===== config.mk =====
export PLATFORM = sky130hd
export DESIGN_NAME = register
export DESIGN_NICKNAME = d
export VERILOG_FILES = /design/src/rtl/register_pkg.sv /design/src/rtl/register_bit.sv /design/src/rtl/register.sv
export SDC_FILE = /design/constraint.sdc
export NUM_CORES = 1
export LEC_CHECK = 0
export CORE_AREA = 2 2 39 41
export DETAILED_ROUTE_END_ITERATION = 8
export DIE_AREA = 0 0 41 43
export GPL_TIMING_DRIVEN = 0
export PLACE_DENSITY = 0.72
export RECOVER_POWER = 100
export SYNTH_ARGS = -nofsm -noshare
export SYNTH_HDL_FRONTEND = slang
export SYNTH_SLANG_ARGS = --single-unit

===== constraint.sdc =====
create_clock -name clk -period 1.4 [get_ports clk]
set_input_delay 0.42 -clock clk [delete_from_list [all_inputs] [get_ports clk]]
set_output_delay 0.42 -clock clk [all_outputs]
set_load 0.01 [all_outputs]

===== src/rtl/register_pkg.sv =====
// register_pkg: shared definitions for the loadable word register.
//   DEFAULT_WIDTH - word width used when the register is not overridden.
//   word_t        - word type at the default width.
package register_pkg;

  localparam int DEFAULT_WIDTH = 8;

  typedef logic [DEFAULT_WIDTH-1:0] word_t;

endpackage : register_pkg


===== src/rtl/register_bit.sv =====
// register_bit: one bit of storage with load enable and asynchronous
// active-high reset to a per-bit value.
//   clk    - clock, captures on rising edge
//   rst_   - asynchronous reset, active-high (forces q to RESET_BIT)
//   enable - 1 = capture d on the next rising clk
//   d      - data bit
//   q      - stored bit, straight from the flop
module register_bit
  import register_pkg::*;
#(
  parameter logic RESET_BIT = 1'b0
) (
  input  logic clk,
  input  logic rst_,
  input  logic enable,
  input  logic d,
  output logic q
);

  // RESET_BIT picks between a clear and a preset flop for this bit.
  always_ff @(posedge clk or posedge rst_) begin
    if (rst_) begin
      q <= RESET_BIT;
    end else if (enable) begin
      q <= d;
    end
  end

endmodule : register_bit


===== src/rtl/register.sv =====
// register: WIDTH-bit clock-enabled storage register with asynchronous,
// active-high reset to RESET_VAL. Used as an operand latch / accumulator
// store / pipeline holding register.
//   clk    - clock, all loads on the rising edge
//   rst_   - asynchronous reset, active-high despite the trailing underscore
//   enable - 1 = capture data on the next rising clk, 0 = hold
//   data   - word to store (don't-care while holding)
//   out    - stored word, driven directly from flops
module register
  import register_pkg::*;
#(
  parameter int               WIDTH     = DEFAULT_WIDTH,
  parameter logic [WIDTH-1:0] RESET_VAL = '0
) (
  input  logic             clk,
  input  logic             rst_,
  input  logic             enable,
  input  logic [WIDTH-1:0] data,
  output logic [WIDTH-1:0] out
);

  generate
    if (WIDTH < 1 || WIDTH > 64) begin : g_bad_width
      $error("register: WIDTH=%0d is outside the supported range 1..64", WIDTH);
    end
  endgenerate

  // One flop per bit so each bit can reset to its own RESET_VAL bit.
  genvar gi;
  generate
    for (gi = 0; gi < WIDTH; gi++) begin : g_bit
      register_bit #(
        .RESET_BIT (RESET_VAL[gi])
      ) u_bit (
        .clk    (clk),
        .rst_   (rst_),
        .enable (enable),
        .d      (data[gi]),
        .q      (out[gi])
      );
    end
  endgenerate

  // ------------------------------------------------------------------
  // Behavioural checks. These registers have no fanout into the design
  // and are removed by synthesis.
  //
  // At each rising edge out of reset, chk_exp remembers what out must
  // hold after that edge (data when loading, current out when holding).
  // The next edge reads out before its own update and compares. Any
  // reset assertion in between cancels the pending check, and nothing is
  // checked until the register has been reset at least once (power-up
  // contents are undefined).
  // ------------------------------------------------------------------
  logic             chk_seen_reset;
  logic             chk_valid;
  logic [WIDTH-1:0] chk_exp;

  always_ff @(posedge clk or posedge rst_) begin
    if (rst_) begin
      chk_seen_reset <= 1'b1;
      chk_valid      <= 1'b0;
      chk_exp        <= RESET_VAL;
    end else begin
      if (chk_valid) begin
        assert (out == chk_exp)
        else $error("register: load/hold violation, out=%h expected %h", out, chk_exp);
      end
      chk_exp   <= enable ? data : out;
      chk_valid <= chk_seen_reset;
    end
  end

  // Sampled mid-cycle so a reset raised at a clock edge has settled.
  always @(negedge clk) begin
    if (rst_) begin
      assert (out == RESET_VAL)
      else $error("register: out=%h under reset, expected %h", out, RESET_VAL);
    end
  end

endmodule : register


# Word level (Yosys, flattened, before mapping)
# Index checks and enable logic that the tools add are counted.
[totals]
elab_cells = 8
register_bits = 8
memories = 0
inputBits = 11
output_inout_bits = 8
mem_bits_ro = 0
latch_bits = 0
ramBits = 0
[op_classes]
add_sub_neg = 0
mux = 0
shifts = 0
multipliers = 0
n_lt_le_gt_ge = 0
bitwise_logic = 0
n_eq_ne = 0
reduce_logical = 0
div = 0

# Depth between registers and ports, before layout
# Gate-level depths: netlist of the first run.
[logic_depth]
word_depth = 0
depth_mapped = 2
ltp_nobuf = 1

# By module
# Synthesis of the first run repeated with hierarchy kept, for this count alone.
[hier_totals]
hier_cells = 24
hier_area_um2 = 350.3
[modules_own_cells]
columns = ["module", "seq_area_each_um2", "area_each_um2", "cells_each", "instances"]
rows = [
  ["register_bit", 25.0, 43.8, 3, 8],
]

# Least setup slack after synthesis of the first run
# OpenSTA, ideal clock, no wires.
[synth_timing]
kind = "input -> register"
start = "input enable"
end = "register g_bit[0].u_bit.q"
path_stages = 2
t_arrival_ns = 0.837
path_buffers = 1
slack_ns = 0.438
setup_time_ns = 0.125
t_required_ns = 1.275
cell_sequence = "buf_6 > mux2_4"
[synth_lines]
columns = ["element", "line_no", "text"]
rows = [
  ["start: declaration", "register.sv:17", "input logic enable,"],
  ["end signal: assignment", "register_bit.sv:23", "q <= RESET_BIT;"],
  ["end signal: assignment", "register_bit.sv:25", "q <= d;"],
  ["end: declaration", "register_bit.sv:17", "output logic q"],
]
# No word-level cell between the ends.

# Worst setup path after layout of the first run
[layout_timing]
start = "register g_bit[2].u_bit.q"
end = "output out[2]"
[layout_lines]
columns = ["element", "line_no", "text"]
rows = [
  ["start: declaration", "register_bit.sv:17", ""],
  ["start signal: assignment", "register_bit.sv:23", ""],
  ["start signal: assignment", "register_bit.sv:25", ""],
  ["end: declaration", "register.sv:19", "output logic [WIDTH-1:0] out"],
]
# No word-level cell between the ends.

==> results of run 1 <==
## area by class of cell
class / instances / share of cell area, %
Clock buffer: 3 / 3.98
Sequential cell: 8 / 35.4
Inverter: 1 / 0.664
Buffer: 9 / 12.6
Multi-Input combinational cell: 8 / 20.6
Tap cell: 16 / 3.54
Timing Repair Buffer: 18 / 23.2
## synth_stat cells
master,n,area share [%]
buf_4,8,15
dfrtp_1,8,51
inv_1,1,0.95
buf_6,1,2.8
mux2_4,8,30
## power by group
part	switching [mW]	internal (mW)
combinational	0.0458	0.0929
clock	0.0658	0.0972
sequential	0.0116	0.255
## metal layers
| layer | up-vias | routed length [um] | GRT usage (%) |
|---|---|---|---|
| li1 | 119 | - | - |
| met1 | 109 | 285 | 10.7 |
| met2 | 16 | 254 | 11.3 |
| met3 | 0 | 89 | 4.19 |
| met4 | 0 | 0 | 4.00 |
| met5 | - | 0 | 0 |
## how the worst max path moves through the flow
stage	start	to	slack, ns	cells past startpoint
5_1_grt	g_bit[2].u_bit.q	out[2]	0.07	2
6_report	g_bit[2].u_bit.q	out[2]	0.1	2
4_1_cts	g_bit[1].u_bit.q	out[1]	0.002	2
3_3_place_gp	g_bit[6].u_bit.q	out[6]	0.02	2
2_1_floorplan	enable	g_bit[0].u_bit.q	0.44	2
3_5_place_dp	g_bit[6].u_bit.q	out[6]	0.02	2
## cells by family (layout without fill, tap and decap cells)
group,count (synthesis),in the layout
buffers and inverters,10,31
flip-flops,8,8
multiplexers,8,8
## worst max-delay path, delay by kind of cell (launching register included)
| kind | cells | cell delay, ns |
|---|---|---|
| flops | 1 | 0.38 |
| buf+inv | 2 | 0.26 |
## metrics by stage
| step | util [%] | power (mW) | instance area (um2) |
|---|---|---|---|
| 2_1_floorplan | - | 0.363 | 395 |
| 4_1_cts | 44.3 | 0.602 | 613 |
| 3_3_place_gp | 42.3 | 0.439 | 586 |
| 6_report | 40.9 | 0.568 | 566 |
| 5_1_grt | 40.9 | 0.603 | 566 |
| 3_5_place_dp | 42.3 | 0.441 | 586 |
## cell usage in the layout (no fill, tap or decap)
cell type	synthesis	routed
dlygate4sd3_1	0	8
clkbuf_4	0	4
inv_1	1	1
clkdlybuf4s50_1	0	1
mux2_1	0	1
mux2_4	8	7
buf_6	1	1
dfrtp_1	8	8
clkbuf_1	0	7
buf_4	8	9
## what timing repair did
item,4_1_cts,5_1_grt
endpoints found under the setup margin,8,7
resized for setup,17,7
setup buffers,1,0
==> results.yml, run 1 <==
global_route:
  overflow: 0
  grt_pass1_wl_um: 924
  grt_pass1_vias: 233
  antenna_found_initial: 0
  grt_max_degree: 9
  track_usage_pct: 8.33
synth:
  synth_fa_ha_area_share_pct: 0
  synth_xor_area_share_pct: 0
  synth_top_family_by_area: "multiplexers"
  syn-cell-area_um2: 395
  netlist_instances: 26
  ys_warn_count: 0
  synth_mux_area_share_pct: 30.4
  synth_nets: 37
  yosys.area_share.simple_pct: 0
  ys_seq_area_share_pct: 50.6
  ys_ff_latch: 8
  synth.avg_cell_area_um2: 15.2
  synth_compound_area_share_pct: 0
  ys_types: 5
floorplan:
  pin_count: 19
  die_height_um: 43
  floorplan.initialDensity_pct: 28.6
  design.die.area_um2: 1760
  die_x_um: 41
  rows: 14
  coreArea_um2: 1380
drt:
  drt-vias-per-instance: 3.87
  drt_pre_antenna_iters: 1
  ant_nets: 0
  drc: 0
  post_drt_wl_per_cell_um: 9.98
  dr.first_iter.drc_count: 0
  vias: 244
  finalWirelength_um: 629
finish:
  final_cell_count_no_fill: 63
  drive_gt1_share_pct: 44.7
  biggestRegsByFlops: "g_bit.u_bit.q: 8 flops"
  diodes: 0
  fillCellCount: 144
  regArea_um2: 200
  largest_reg_flops: 8
  final_nets: 60
  synthToLayoutAreaGrowth_pct: 43.0
  largest_register: "g_bit.u_bit.q"
  multi_input_area_um2: 116
sta:
  worstMarginPinSlew_ns: 0.294
  hold_ws_ns: 0.486
  fmax_mhz: 768
  finalClockSkew_ns: 0
  slew_headroom_pct: 80.4
  finalHoldViolations: 0
  setup_viol_count_final: 0
  tns_ns: 0
  setup_slack_ns: 0.0982
  grt_setup_unrepaired: "no"
  slew_viol_final: 0
  finalCritPeriodShare_pct: 93.0
  fin_crit_ns: 1.30
clock_network:
  hold_buffers: 0
  cts_max_level: 1
  cts_root_buf: "clkbuf_4"
  cts_tree: "built"
  cts.path.max_buffers: 2
  cts_made_buffers: 3
  clk_latency_ns: 0.24
  cts.sinks: 8
  clk_pin_slew_ns: 0.05
critical_path:
  regToRegSetupSlack_ns: 0.52
  reg2reg_from: "g_bit[7].u_bit.q"
  r2r_end: "g_bit[7].u_bit.q"
  worstPathArrival_ns: 0.88
  crit_chain: "clkbuf_4 -> buf_4"
  critPathSlowestCell: "dfrtp_1"
  reg2regPathDepth: 2
  worst-setup-path-type: "reg -> out"
  end_kind: "primary output"
  startpoint_type: "register"
  crit_path_max_incr_delay_ns: 0.38
  critPathMaxFanout: 2
  cp.required_ns: 0.98
worst_hold_path:
  hp-start: "g_bit[5].u_bit.q"
  min_path_cells: 1
  holdCritPathClass: "reg -> reg"
  min_to: "g_bit[5].u_bit.q"
placement:
  placedCellCount: 59
  place_congestion: 0.601
  post-place-ws_ns: 0.0241
  numPortBuffers: 17
pwr:
  power_density_nw_per_um2: 1000
  p_leak_nw: 0.274
  peakVddDrop_uv: 453
flow_run:
  cap_viol_max_count: 0
status:
  status: "complete, no violations"
No activity file was read; power rests on OpenSTA's default activity.
==> inputs of run 2 (changes only) <==
- CTS_BUF_LIST: default -> sky130_fd_sc_hd__clkbuf_4 sky130_fd_sc_hd__clkbuf_8
- PLACE_DENSITY: 0.72 -> 0.68
- SYNTH_HIERARCHICAL: default -> 1
==> results.yml, run 2 <==
status:
  status: "complete, no violations"
global_route:
  antenna_found_initial: 0
  met3_usage_pct: 5.24
  grt_max_degree: 9
  grt_util_met1_pct: 11.9
  top_usage_layer: "met2"
  grt_pass1_vias: 286
  track_usage_pct: 9.72
  grt_pass1_wl_um: 1100
  overflow: 0
  global_route.usage.met2_pct: 12.8
critical_path:
  crit_path_max_incr_delay_ns: 0.37
  worst-setup-path-type: "reg -> out"
  cp.required_ns: 0.98
  startpoint_type: "register"
  critPathMaxFanout: 2
  worstPathArrival_ns: 0.90
  end_kind: "primary output"
  critPathSlowestCell: "dfrtp_1"
  critPathTopFamily: "flip-flops"
  crit_buf_inv: 1
  regToRegSetupSlack_ns: 0.63
  crit_chain: "dlygate4sd2_1"
floorplan:
  coreArea_um2: 1380
  die_x_um: 41
  rows: 14
  design.die.area_um2: 1760
  die_height_um: 43
  floorplan.initialDensity_pct: 25.3
  pin_count: 19
pwr:
  switchingPower_uw: 119
  combinationalPowerShare_pct: 18.6
  power_density_nw_per_um2: 999
  swShare_pct: 22.4
  peakVddDrop_uv: 388
  clkPwrFrac_pct: 31.7
  p_int_uw: 412
  power.total_uw: 531
  pwr-share-seq_pct: 49.7
  p_leak_nw: 0.266
clock_network:
  cts_tree: "built"
  cts.sinks: 8
  clk_pin_slew_ns: 0.05
  clk_latency_ns: 0.24
  cts.path.max_buffers: 2
  cts_made_buffers: 3
  postCtsSetupRepairBufs: 0
  cts_max_level: 1
  cts_root_buf: "clkbuf_4"
synth:
  synth_top_cells_by_area: "dfrtp_1, mux2_4, inv_1"
  synth_nets: 35
  synth-main-ff-cell: "dfrtp_1"
  netlist_instances: 24
  ys_types: 3
  ys_ff_latch: 8
  yosys.area.top_type: "dfrtp_1"
  synth.avg_cell_area_um2: 14.6
  synthDominantCellAreaShare_pct: 57.1
  synth_common_cells: "dfrtp_1, inv_1, mux2_4"
  ys_seq_area_share_pct: 57.1
  syn-cell-area_um2: 350
  synth_edf_count: 0
  synthArstFlopShare_pct: 100
  ys_warn_count: 6
flow_run:
  cap_viol_max_count: 0
finish:
  final_nets: 58
  final_cell_count_no_fill: 61
  synthToLayoutAreaGrowth_pct: 51.8
  diodes: 0
  largest_reg_flops: 8
  final_cell_mix: "dlygate4sd2_1, mux2_1, inv_1, dfrtp_1, clkdlybuf4s50_1"
  final_common_cell: "dlygate4sd2_1"
  largest_register: "g_bit.u_bit/q"
  fillCellCount: 163
  biggestRegsByFlops: "g_bit.u_bit/q: 8 flops"
  final_util_pct: 38.4
  drive_gt1_share_pct: 6.67
sta:
  hold_ws_ns: 0.480
  finalCritPeriodShare_pct: 94.2
  grt_setup_unrepaired: "no"
  slew_viol_final: 0
  finalHoldViolations: 0
  worstMarginPinSlew_ns: 0.388
  setup_viol_count_final: 0
  tns_ns: 0
  finalClockSkew_ns: 0
  slew_headroom_pct: 74.1
  fin_crit_ns: 1.32
  fmax_mhz: 759
drt:
  drt_pre_antenna_iters: 1
  drt-vias-per-instance: 4.02
  ant_nets: 0
  vias: 245
  finalWirelength_um: 599
  post_drt_wl_per_cell_um: 9.82
  drc: 0
  dr.first_iter.drc_count: 0
placement:
  place.detailed.hpwl_um: 452
  numPortBuffers: 18
  placedCellCount: 58
  place_congestion: 0.554
worst_hold_path:
  holdCritPathClass: "reg -> reg"
run 2: cell types whose count changed after synthesis, sizes merged:
| cell | previous run | this run |
|---|---|---|
| buf | 9 | 0 |
| inv | 1 | 8 |
run 2: cells by family after synthesis:
| kind of cell | Yosys count | share of synthesized area, % |
|---|---|---|
| buffers and inverters | 8 | 8.57 |
| muxes | 8 | 34.3 |
| DFF | 8 | 57.1 |
run 2: final cells by class:
| class | instances | area [um2] | share of cell area, % |
|---|---|---|---|
| Sequential cell | 8 | 200 | 37.6 |
| Clock buffer | 3 | 22.5 | 4.24 |
| Inverter | 8 | 30.0 | 5.65 |
| Tap cell | 16 | 20.0 | 3.76 |
| Timing Repair Buffer | 18 | 169 | 31.8 |
| Multi-Input combinational cell | 8 | 90.1 | 16.9 |
run 2: worst paths after layout:
path	startpoint	end	depth (start not counted)
setup / recovery	g_bit[7].u_bit/q	out[7]	1
hold / removal	g_bit[3].u_bit/q	g_bit[3].u_bit/q	1
setup reg to reg	g_bit[7].u_bit/q	g_bit[7].u_bit/q	1
hold reg to reg	g_bit[3].u_bit/q	g_bit[3].u_bit/q	1
max in group asynchronous	rst_	g_bit[2].u_bit/q	2
min in group asynchronous	rst_	g_bit[0].u_bit/q	2
run 2: power groups by stage:
stage | Clock, mW | Combinational [mW] | Sequential (mW)
4_1_cts | 0.181 | 0.125 | 0.266
3_3_place_gp | 0 | 0.141 | 0.270
2_1_floorplan | 0 | 0.0432 | 0.282
5_1_grt | 0.196 | 0.110 | 0.268
6_report | 0.168 | 0.0990 | 0.264
3_5_place_dp | 0 | 0.142 | 0.270
run 2: timing repair:
item,in CTS,in global routing
setup endpoints to repair,16,0
gates resized for setup,9,0
hold buffers,0,0
run 2: layer usage:
layer | vias up | part of all wire [%]
li1 | 115 | -
met3 | 0 | 15
met4 | 0 | 0
met5 | - | 0
met1 | 116 | 43
met2 | 14 | 42
run 2: per-stage QoR:
stage          setup WS (ns)  cell area, um2
5_1_grt               0.0203             532
3_5_place_dp          -0.324             551
6_report              0.0817             532
4_1_cts               0.0610             562
3_3_place_gp          -0.304             551
2_1_floorplan          0.587             350
==> inputs of run 3 (changes only) <==
- REMOVE_ABC_BUFFERS: default -> 1
==> results of run 3 <==
Same layout as run 2: the final DEF is identical, and so are final timing and power.
